## src/rtl/pft_writer.sv

```systemverilog
// Prefetch-table writer: steers a stream of entry beats into per-bank write ports.
// Define PFT_WR_OVF_EN to hold full banks and flag overflow instead of wrapping.
module pft_writer #(
    parameter int PFT_addr_width = 5,
    parameter int PFT_data_width = 8,
    parameter int PE_COL         = 16,
    parameter int PFT_bank       = 32
) (
    input  logic                             clk,
    input  logic                             rst,
    input  logic                             start,
    input  logic                             in_valid,
    output logic                             in_ready,
    input  logic [PFT_data_width*PE_COL-1:0] in_data,
    input  logic [PFT_addr_width-1:0]        in_bank,
    input  logic                             in_last,
    output logic [PFT_bank-1:0]              write,
    output logic [PFT_addr_width-1:0]        PFT_waddr,
    output logic [PFT_data_width*PE_COL-1:0] din,
    output logic [PFT_bank-1:0]              valid,
    output logic                             done,
    output logic                             overflow
);
    localparam int AW = PFT_addr_width;

    typedef enum logic [1:0] {IDLE, LOAD, FLUSH, DONE} state_t;

    state_t                   state, state_nxt;
    logic [AW-1:0]            ptr [PFT_bank];
    logic [PFT_bank-1:0]      hit;
    logic [AW-1:0]            cur_ptr;
    logic                     accept, in_range, drop, do_write;

    assign accept   = in_valid && in_ready;
    assign in_range = int'(in_bank) < PFT_bank;

    always_comb begin
        hit     = '0;
        cur_ptr = '0;
        for (int b = 0; b < PFT_bank; b++) begin
            hit[b] = (int'(in_bank) == b);
            if (hit[b]) cur_ptr = ptr[b];
        end
    end

`ifdef PFT_WR_OVF_EN
    logic [PFT_bank-1:0] full;
    logic                bank_full;

    assign bank_full = |(full & hit);
    assign drop      = !in_range || bank_full;

    // A bank becomes full on the write that lands at the last address.
    always_ff @(posedge clk) begin
        if (rst || start) begin
            full <= '0;
        end else begin
            for (int b = 0; b < PFT_bank; b++)
                if (do_write && hit[b] && (&ptr[b])) full[b] <= 1'b1;
        end
    end
`else
    assign drop = !in_range;
`endif

    assign do_write = accept && !drop;

    always_ff @(posedge clk) begin
        if (rst) state <= IDLE;
        else     state <= state_nxt;
    end

    always_comb begin
        state_nxt = state;
        in_ready  = 1'b0;
        done      = 1'b0;
        case (state)
            IDLE:    ;
            LOAD: begin
                in_ready = !start;
                if (in_valid && !start && in_last) state_nxt = FLUSH;
            end
            FLUSH:   state_nxt = DONE;
            DONE:    done = 1'b1;
            default: state_nxt = IDLE;
        endcase
        if (start) state_nxt = LOAD;
    end

    always_ff @(posedge clk) begin
        if (rst || start) begin
            valid <= '0;
            for (int b = 0; b < PFT_bank; b++) ptr[b] <= '0;
        end else begin
            for (int b = 0; b < PFT_bank; b++) begin
                if (do_write && hit[b]) begin
                    ptr[b]   <= ptr[b] + AW'(1);
                    valid[b] <= 1'b1;
                end
            end
        end
    end

    // Write port is registered: one cycle after acceptance, strobe for one cycle.
    always_ff @(posedge clk) begin
        if (rst) begin
            write     <= '0;
            PFT_waddr <= '0;
            din       <= '0;
            overflow  <= 1'b0;
        end else begin
            write <= '0;
            if (do_write) begin
                write     <= hit;
                PFT_waddr <= cur_ptr;
                din       <= in_data;
            end
            if (start)               overflow <= 1'b0;
            else if (accept && drop) overflow <= 1'b1;
        end
    end

endmodule

```

## config.mk

```make
export PLATFORM = sky130hd
export DESIGN_NAME = pft_writer
export DESIGN_NICKNAME = d
export VERILOG_FILES = /design/src/rtl/pft_writer.sv
export SDC_FILE = /design/constraint.sdc
export NUM_CORES = 1
export LEC_CHECK = 0
export ABC_AREA = 1
export CORE_ASPECT_RATIO = 1.4
export CORE_MARGIN = 2
export CORE_UTILIZATION = 35
export CTS_BUF_LIST = sky130_fd_sc_hd__clkbuf_8 sky130_fd_sc_hd__clkbuf_16
export DETAILED_ROUTE_END_ITERATION = 12
export PLACE_DENSITY_LB_ADDON = 0.05
export SYNTH_ARGS = -nofsm -noshare
export SYNTH_HDL_FRONTEND = slang
export SYNTH_SLANG_ARGS = --single-unit
```

## constraint.sdc

```tcl
create_clock -name clk -period 4.8 [get_ports clk]
set_clock_uncertainty 0.15 [all_clocks]
set_input_delay 0.96 -clock clk [delete_from_list [all_inputs] [get_ports clk]]
set_output_delay 0.96 -clock clk [all_outputs]
set_load 0.005 [all_outputs]
```

==> Word level (Yosys, flattened, before mapping) <==
Memory sizes are Yosys's and may differ from the RTL's.
Index checks and enable logic that the tools add are counted.
{ "op_classes": {"n_bitwise": 33, "n_reduce_logical": 44, "add_sub_neg": 32, "eq_ne": 36, "muxes": 167} }
{ "ops": {"columns": ["cell", "n"], "rows": [
  ["$mux 5", 64],
  ["$add 5x1->5 const B", 32],
  ["$mux 1", 101],
  ["$eq 5x5->1 const B", 16],
  ["$eq 5x4->1 const B", 8],
  ["$logic_and 1x1->1", 35],
  ["$or 1x1->1", 32],
  ["$eq 5x3->1 const B", 4],
  ["$eq 5x2->1 const B", 2],
  ["$eq 5x1->1 const B", 1],
  ["$logic_not 5->1", 1],
  ["$eq 2x2->1 const B", 2],
  ["$pmux 2 s2", 1],
  ["$reduce_and 2->1", 2],
  ["$reduce_or 2->1", 2],
  ["$ne 3x3->1 const B", 1],
  ["$reduce_bool 3->1", 1],
  ["$eq 2x1->1 const B", 1],
  ["$mux 2", 1],
  ["$ne 2x2->1 const B", 1],
  ["$reduce_bool 2->1", 1],
  ["$logic_not 1->1", 1],
  ["$logic_or 1x1->1", 1],
  ["$not 1->1", 1]
]} }
{ "totals": {"ram_bits": 160, "reg_bits": 199, "memories": 1} }
{ "mem_list": {"columns": ["name", "depth", "width", "read_ports", "rd_ports_with_merged_regs", "write_ports", "line", "text"], "rows": [
  ["ptr", 32, 5, 32, 0, 32, "29", "logic [AW-1:0] ptr [PFT_bank];"]
]} }

==> Longest topological paths before layout <==
Gate-level depths: netlist of run 1.
{ "depth": {"ltp_word": 33, "ltp_mapped": 24} }

==> Worst setup path after synthesis of run 1 <==
OpenSTA, ideal clock, no wires.
{ "synth_path": {"path_kind": "input to register", "startpoint": "input in_bank[3]", "endpoint": "register PFT_waddr[1]", "n_path_buf": 0, "path_stages": 21, "setup_slack_ps": 2098, "t_arrival_ps": 2493, "cell_sequence": "nor2_2 -> nand2_1 -> nor2_1 -> nand2_1 -> nand4_1 -> nor2_1 -> nand4_1 -> nand2_1 -> nand4_1 -> nor2_1 -> nand3_1 -> nor2_1 -> nand4_1 -> nand2_1 -> nand4_1 -> nand2_1 -> nand4_1 -> nand2_1 -> nand3_1 -> nand2_1 -> nand2_1"} }
{ "synth_between": {"elab_chain_cells": 33, "elab_cells_between_ends": 64, "cone_classes": "eq/ne (31); mux (32); reduce/logical (1)"} }
{ "synth_rtl": {"columns": ["item", "line", "text"], "rows": [
  ["start, declared", "15", "input logic [PFT_addr_width-1:0] in_bank,"],
  ["$logic_not 5->1", "41", "hit[b] = (int'(in_bank) == b);"],
  ["$mux 5 (31 in a row)", "42", "if (hit[b]) cur_ptr = ptr[b];"],
  ["$mux 5 (*)", "42", null],
  ["end signal, assigned", "115", "PFT_waddr <= cur_ptr;"],
  ["end, declared", "18", "output logic [PFT_addr_width-1:0] PFT_waddr,"]
]} }
Mark *: on every way between the ends. The rest lies on a longest branch, timed or not.
A chain may end at the register's enable or synchronous reset.

==> Worst setup path in the final report of run 1 <==
{ "layout_path": {"startpoint": "input in_bank[4]", "endpoint": "register PFT_waddr[4]"} }
The elaborated chain is that of the path after synthesis.

==> flow_metrics.tcl, run 1 <==
set metrics [dict create \
    status "completed" \
    tightest_slew_ns 0.822 \
    grt_max_degree 129 \
    critPathBufInv 3 \
    syn_area_um2 15600 \
    critical_path_class "in2reg" \
    worstSkewPairLatency_ns 0.55 \
    path_clk_slew_ns 0.06 \
    root_buffer "clkbuf_16" \
    regToRegStartpoint "ptr[0][7]" \
    synthesis.nets 2009 \
    period_minus_slack_ns 3.48 \
    timing.final.crit_share_pct 72.4 \
    core_area_um2 43900 \
    tns_ns 0 \
    cts_tree "built" \
    avgViaCountPerCell 4.74 \
    antenna_found_initial 2 \
    ctsHoldBuffers 0 \
    grt_usage_pct 20.7 \
    rsz0062_at_grt "no" \
    synth_compound_area_share_pct 6.52 \
    io_buffers 336 \
    finalSetupViolCount 0 \
    synth_mux_area_share_pct 0 \
    synthSimpleGateAreaFrac_pct 24.6 \
    worstPathCellList "clkdlybuf4s50_1 -> buf_4 -> inv_2 -> nand3_1 -> nor2_1 -> nor3_1 -> nand4_1 -> nor2_1 -> nand4_1 -> nand2_1 -> nand4_1 -> nand2_1 -> nand4_1 -> nand2_1 -> nand4_1 -> nor2_1 -> nand4_1 -> nand2_1 -> nand4_1 -> nand2_1 -> nand2_1" \
    dpl-instance-area_um2 19500 \
    yosysSeqAreaShare_pct 56.5 \
    grt_first_pass_wirelength_mm 74.5 \
    worst-r2r-setup-slack_ns 2.42 \
    routed_wl_mm 48.5 \
    cp-start-kind "input port" \
    synth_cells 1839 \
    wl_per_cell_um 17.6 \
    overflow 0 \
    clock_path_buffers 3 \
    synth_xor_area_share_pct 3.77 \
    clock.fmax_ghz 0.288 \
    drtIter0Drc 615 \
    die_x_um 182 \
    hpwlAfterDp_mm 36.0 \
    ys.flop_type "dfxtp_1" \
    yosys.area_share.adder_pct 2.57 \
    finalMaxSlewViolations 0 \
    drc 0 \
    power.total_w 0.00690 \
    synth.distinct_cells 34 \
    synth_edf_count 160 \
    leakage_nw 7.83 \
    cts_setup_buffers 0 \
    crit_family "simple AND/OR/NAND/NOR gates" \
    syn_avg_cell_area_um2 8.46 \
    synth.largest_area_cell "edfxtp_1" \
    min_from "valid[10]" \
    synth_top_family_by_area "simple AND/OR/NAND/NOR gates" \
    max_stage_delay_ns 0.46 \
    regArea_um2 8790 \
    htreeDepth 2 \
    drtAntennaViolNets 0 \
    cp_data_required_time_ns 5.09 \
    final_area_um2 20700 \
    power_density_nw_per_um2 333 \
    globalplace.congestion 0.889 \
    max_slew_margin_pct 44.6 \
    cp-startpoint "in_bank[4]" \
    end_kind "flop" \
    cts_buffers 39 \
    clkSinkCount 359 \
    ir_drop_mv 0.251 \
    initial_utilization_pct 35.4 \
    multi_input_comb_area_um2 5840 \
    async_flop_share_pct 0 \
    via_count 13027 \
    synth-warning-count 0 \
    cap_violations 0 \
    layout.nets 2330 \
    syn_to_final_growth_pct 33.2 \
    final.fill_count 4309 \
    cpMostUsedCell "nand4_1" \
    cts_resized 0 \
    critPathArrivalTime_ns 3.77 \
    drive_gt1_share_pct 4.75 \
    drtPass1Iterations 5 \
    hold_viol_final 0 \
    dieArea_um2 46200 \
    worst_path_max_delay_cell "clkdlybuf4s50_1" \
    num_io_pins 338 \
    die_h_um 253 \
    hold_path_class "reg2reg" \
    yosysTopAreaCellShare_pct 30.9 \
    yosys_register_bits 359 \
    crit_fanout 27 \
    ys_top_cells_by_area "edfxtp_1, dfxtp_1, nand2_1" \
    grt_pass1_vias 13110 \
    rows 91 \
]
per-stage QoR:
stage / hold slack [ns] / std cells / utilization, % / setup WS [ns]
floorplan: 0.297 / 1839 / - / 2.10
global placement: 0.287 / 2677 / 44.3 / 0.836
detailed placement: 0.290 / 2677 / 44.3 / 0.773
CTS: 0.303 / 2748 / 47.1 / 1.35
global route: 0.318 / 2749 / 47.1 / 0.964
finish: 0.299 / 2749 / 47.1 / 1.32
worst paths after layout:
check | to | cells past startpoint
setup / recovery | PFT_waddr[4] | 21
hold / removal | valid[10] | 2
setup reg to reg | PFT_waddr[2] | 18
hold reg to reg | valid[10] | 2
cell type report:
cell class	count	area share (%)
Clock inverter	25	0.852
Clock buffer	46	5.23
Timing Repair Buffer	346	16.7
Tap cell	558	3.37
Sequential cell	359	42.4
Multi-Input combinational cell	1238	28.2
Antenna cell	1	0.0121
Inverter	176	3.21
sequential cells by signal, summed over array words and instances (netlist names):
register	cells
PFT_waddr	5
din	128
ptr	160
state	2
valid	32
write	32
logic make-up (layout without fill, tap and decap cells):
logic type | Yosys count | in the layout
simple gates | 940 | 940
fa+ha+maj | 32 | 32
other cells | 1 | 2
xor+xnor | 67 | 67
flops | 359 | 359
buf+inv | 242 | 593
compound gates | 198 | 198
worst register-to-register path, delay by kind of cell, from the launching register on:
family          cells  cell delay (ns)
simple gates       16             1.45
flops               1             0.42
buf+inv             1             0.15
compound gates      1             0.11
per-layer routing:
metal	up-vias	global-route usage, %	part of all wire (%)
met5	-	0	0.023
met1	6057	22.3	38
li1	6532	-	-
met4	2	6.80	2.7
met3	74	5.64	6.5
met2	362	39.0	53
cells in the mapped netlist (19+ instances only):
master,count
nand2_1,516
nor2_1,278
clkbuf_1,58
xor2_1,53
nor3_1,19
edfxtp_1,160
a21oi_1,171
inv_1,166
ha_1,32
dfxtp_1,199
nand3_1,61
nand4_1,37
o21ai_0,20
cells in the final DEF (no fill, tap or decap), types with 13 or more instances in the layout:
master           count
nand2_1            515
clkdlybuf4s50_1    335
nor2_1             277
dfxtp_1            199
inv_1              180
a21oi_1            171
edfxtp_1           160
nand3_1             61
xor2_1              53
clkbuf_16           40
nand4_1             37
ha_1                32
o21ai_0             20
nor3_1              19
xnor2_1             14
or2_2               13
power by group:
| group | switching (W) | leakage (nW) | internal (W) | total (W) |
|---|---|---|---|---|
| logic | 0.000263 | 3.78 | 0.000245 | 0.000508 |
| registers | 0.000102 | 3.39 | 0.00331 | 0.00341 |
| clock network | 0.00127 | 0.669 | 0.00172 | 0.00298 |
Power figures use the tool's default switching activity.
==> run 2: changes to the inputs <==
==> constraint.sdc (replaced) <==
create_clock -name clk -period 3.53 [get_ports clk]
set_clock_uncertainty 0.15 [all_clocks]
set_input_delay 0.706 -clock clk [delete_from_list [all_inputs] [get_ports clk]]
set_output_delay 0.706 -clock clk [all_outputs]
set_load 0.005 [all_outputs]
==> run 2 against run 1 <==
Effect of this change:
- clock power grew 36%
- via count grew 0.63%
- core utilization grew 0.68 points
- sequential share of layout area shrank 0.60 points
- critical path depth is the same
==> flow_metrics.tcl, run 2 (synthesis results as in run 1) <==
set metrics [dict create \
    rr_worst_depth 18 \
    dieArea_um2 46200 \
    root_buffer "clkbuf_16" \
    finalSetupViolCount 0 \
    final.fill_count 4345 \
    routed_wl_mm 49.1 \
    htreeDepth 2 \
    clock_path_buffers 3 \
    via_count 13109 \
    avgViaCountPerCell 4.70 \
    antenna_found_initial 2 \
    overflow 0 \
    num_io_pins 338 \
    tightest_slew_ns 0.817 \
    wl_per_cell_um 17.6 \
    grt_usage_pct 20.9 \
    core_area_um2 43900 \
    status "completed" \
    cts_buffers 39 \
    ir_drop_mv 0.344 \
    largestRegisters "ptr x160, din x128" \
    period_minus_slack_ns 3.07 \
    drtAntennaViolNets 0 \
    drc 0 \
    hold_viol_final 0 \
    ctsHoldBuffers 0 \
    layout.nets 2370 \
    drtIter0Drc 637 \
    crit_fanout 6 \
    cts_setup_buffers 0 \
    hold_path_class "reg2reg" \
    path_clk_slew_ns 0.06 \
    cap_violations 0 \
    max_slew_margin_pct 45.0 \
    grt_first_pass_wirelength_mm 74.6 \
    hpwlAfterDp_mm 36.5 \
    critPathArrivalTime_ns 3.36 \
    critical_path_class "in2reg" \
    grt_pass1_vias 13270 \
    mostFrequentLayoutCells "nand2_1, clkdlybuf4s50_1, nor2_1" \
    rsz0062_at_grt "no" \
    die_h_um 253 \
    end_kind "flop" \
    cts_resized 0 \
    cts_tree "built" \
    cp-start-kind "input port" \
    clock.fmax_ghz 0.326 \
    io_buffers 336 \
    hold_slack_ns 0.300 \
    drive_gt1_share_pct 6.41 \
    leakage_nw 8.02 \
    largest_register_ffs 160 \
    timing.final.crit_share_pct 86.9 \
    die_x_um 182 \
    grt_max_degree 130 \
    drtPass1Iterations 5 \
    rows 91 \
    tns_ns 0 \
    place_inst 2717 \
    worstSkewPairLatency_ns 0.55 \
    finalMaxSlewViolations 0 \
    initial_utilization_pct 35.4 \
    clkSinkCount 359 \
    hold-path-cell-count 2 \
    regMostFlops "ptr" \
    globalplace.congestion 0.882 \
    syn_to_final_growth_pct 35.1 \
    stdcell_count 2791 \
    power_density_nw_per_um2 447 \
    cp_data_required_time_ns 3.82 \
    layout_commonest_cell "nand2_1" \
]
run 2: cell count changes in the layout (fill, tap and decap cells not counted), sizes merged:
cell | before | now
clkinvlp | 1 | 0
clkinv | 8 | 12
clkbuf | 46 | 42
bufinv | 2 | 3
inv | 190 | 191
diode | 1 | 2
buf | 11 | 51
run 2: final cells by class:
cell class	count	area, um2	area share [%]
sequential	359	8790	41.8
multi-input combinational	1238	5840	27.8
timing repair buffer	386	3780	18.0
clock buffer	42	1030	4.89
tap	558	698	3.32
inverter	176	664	3.16
clock inverter	30	214	1.02
antenna	2	5.00	0.0238
run 2: worst paths after layout:
path	startpoint	endpoint	slack (ns)
max reg2reg	ptr[0][2]	PFT_waddr[2]	1.06
max	in_bank[0]	PFT_waddr[4]	0.46
min reg2reg	valid[10]	valid[10]	0.30
min	valid[10]	valid[10]	0.30
run 2: metal layers:
metal | track usage, % | up-vias | part of all wire, %
met5 | 0 | - | 0
met4 | 8.27 | 0 | 3.3
met3 | 5.02 | 80 | 5.8
met2 | 39.1 | 327 | 52
met1 | 22.4 | 6065 | 39
li1 | - | 6637 | -
run 2: metrics by stage:
step                      power (W)  utilization, %  setup WS, ns  cell area [um2]
after global placement      0.00544            45.0       -0.0791            19800
after floorplan             0.00501               -          1.08            15600
after global routing        0.00975            47.8         0.211            21000
after detailed placement    0.00545            45.0        -0.103            19800
final                       0.00939            47.8         0.462            21000
after CTS                   0.00954            47.8         0.468            21000
run 2: power breakdown:
group	internal [W]	switching (W)
clock network	0.00232	0.00172
registers	0.00449	0.000136
logic	0.000353	0.000369
run 2: worst max-delay path: stages:
cell	delay, ns
clkdlybuf4s50_1	0.62
nor2_2	0.14
nand3_1	0.15
buf_4	0.13
nor2_1	0.04
nor3_1	0.18
nand4_1	0.20
nor2_1	0.14
nand4_1	0.08
nand2_1	0.07
nand4_1	0.07
nand2_1	0.07
nand4_1	0.09
nand2_1	0.10
nand4_1	0.08
nor2_1	0.12
nand4_1	0.10
nand2_1	0.07
nand4_1	0.09
nand2_1	0.07
nand2_1	0.04
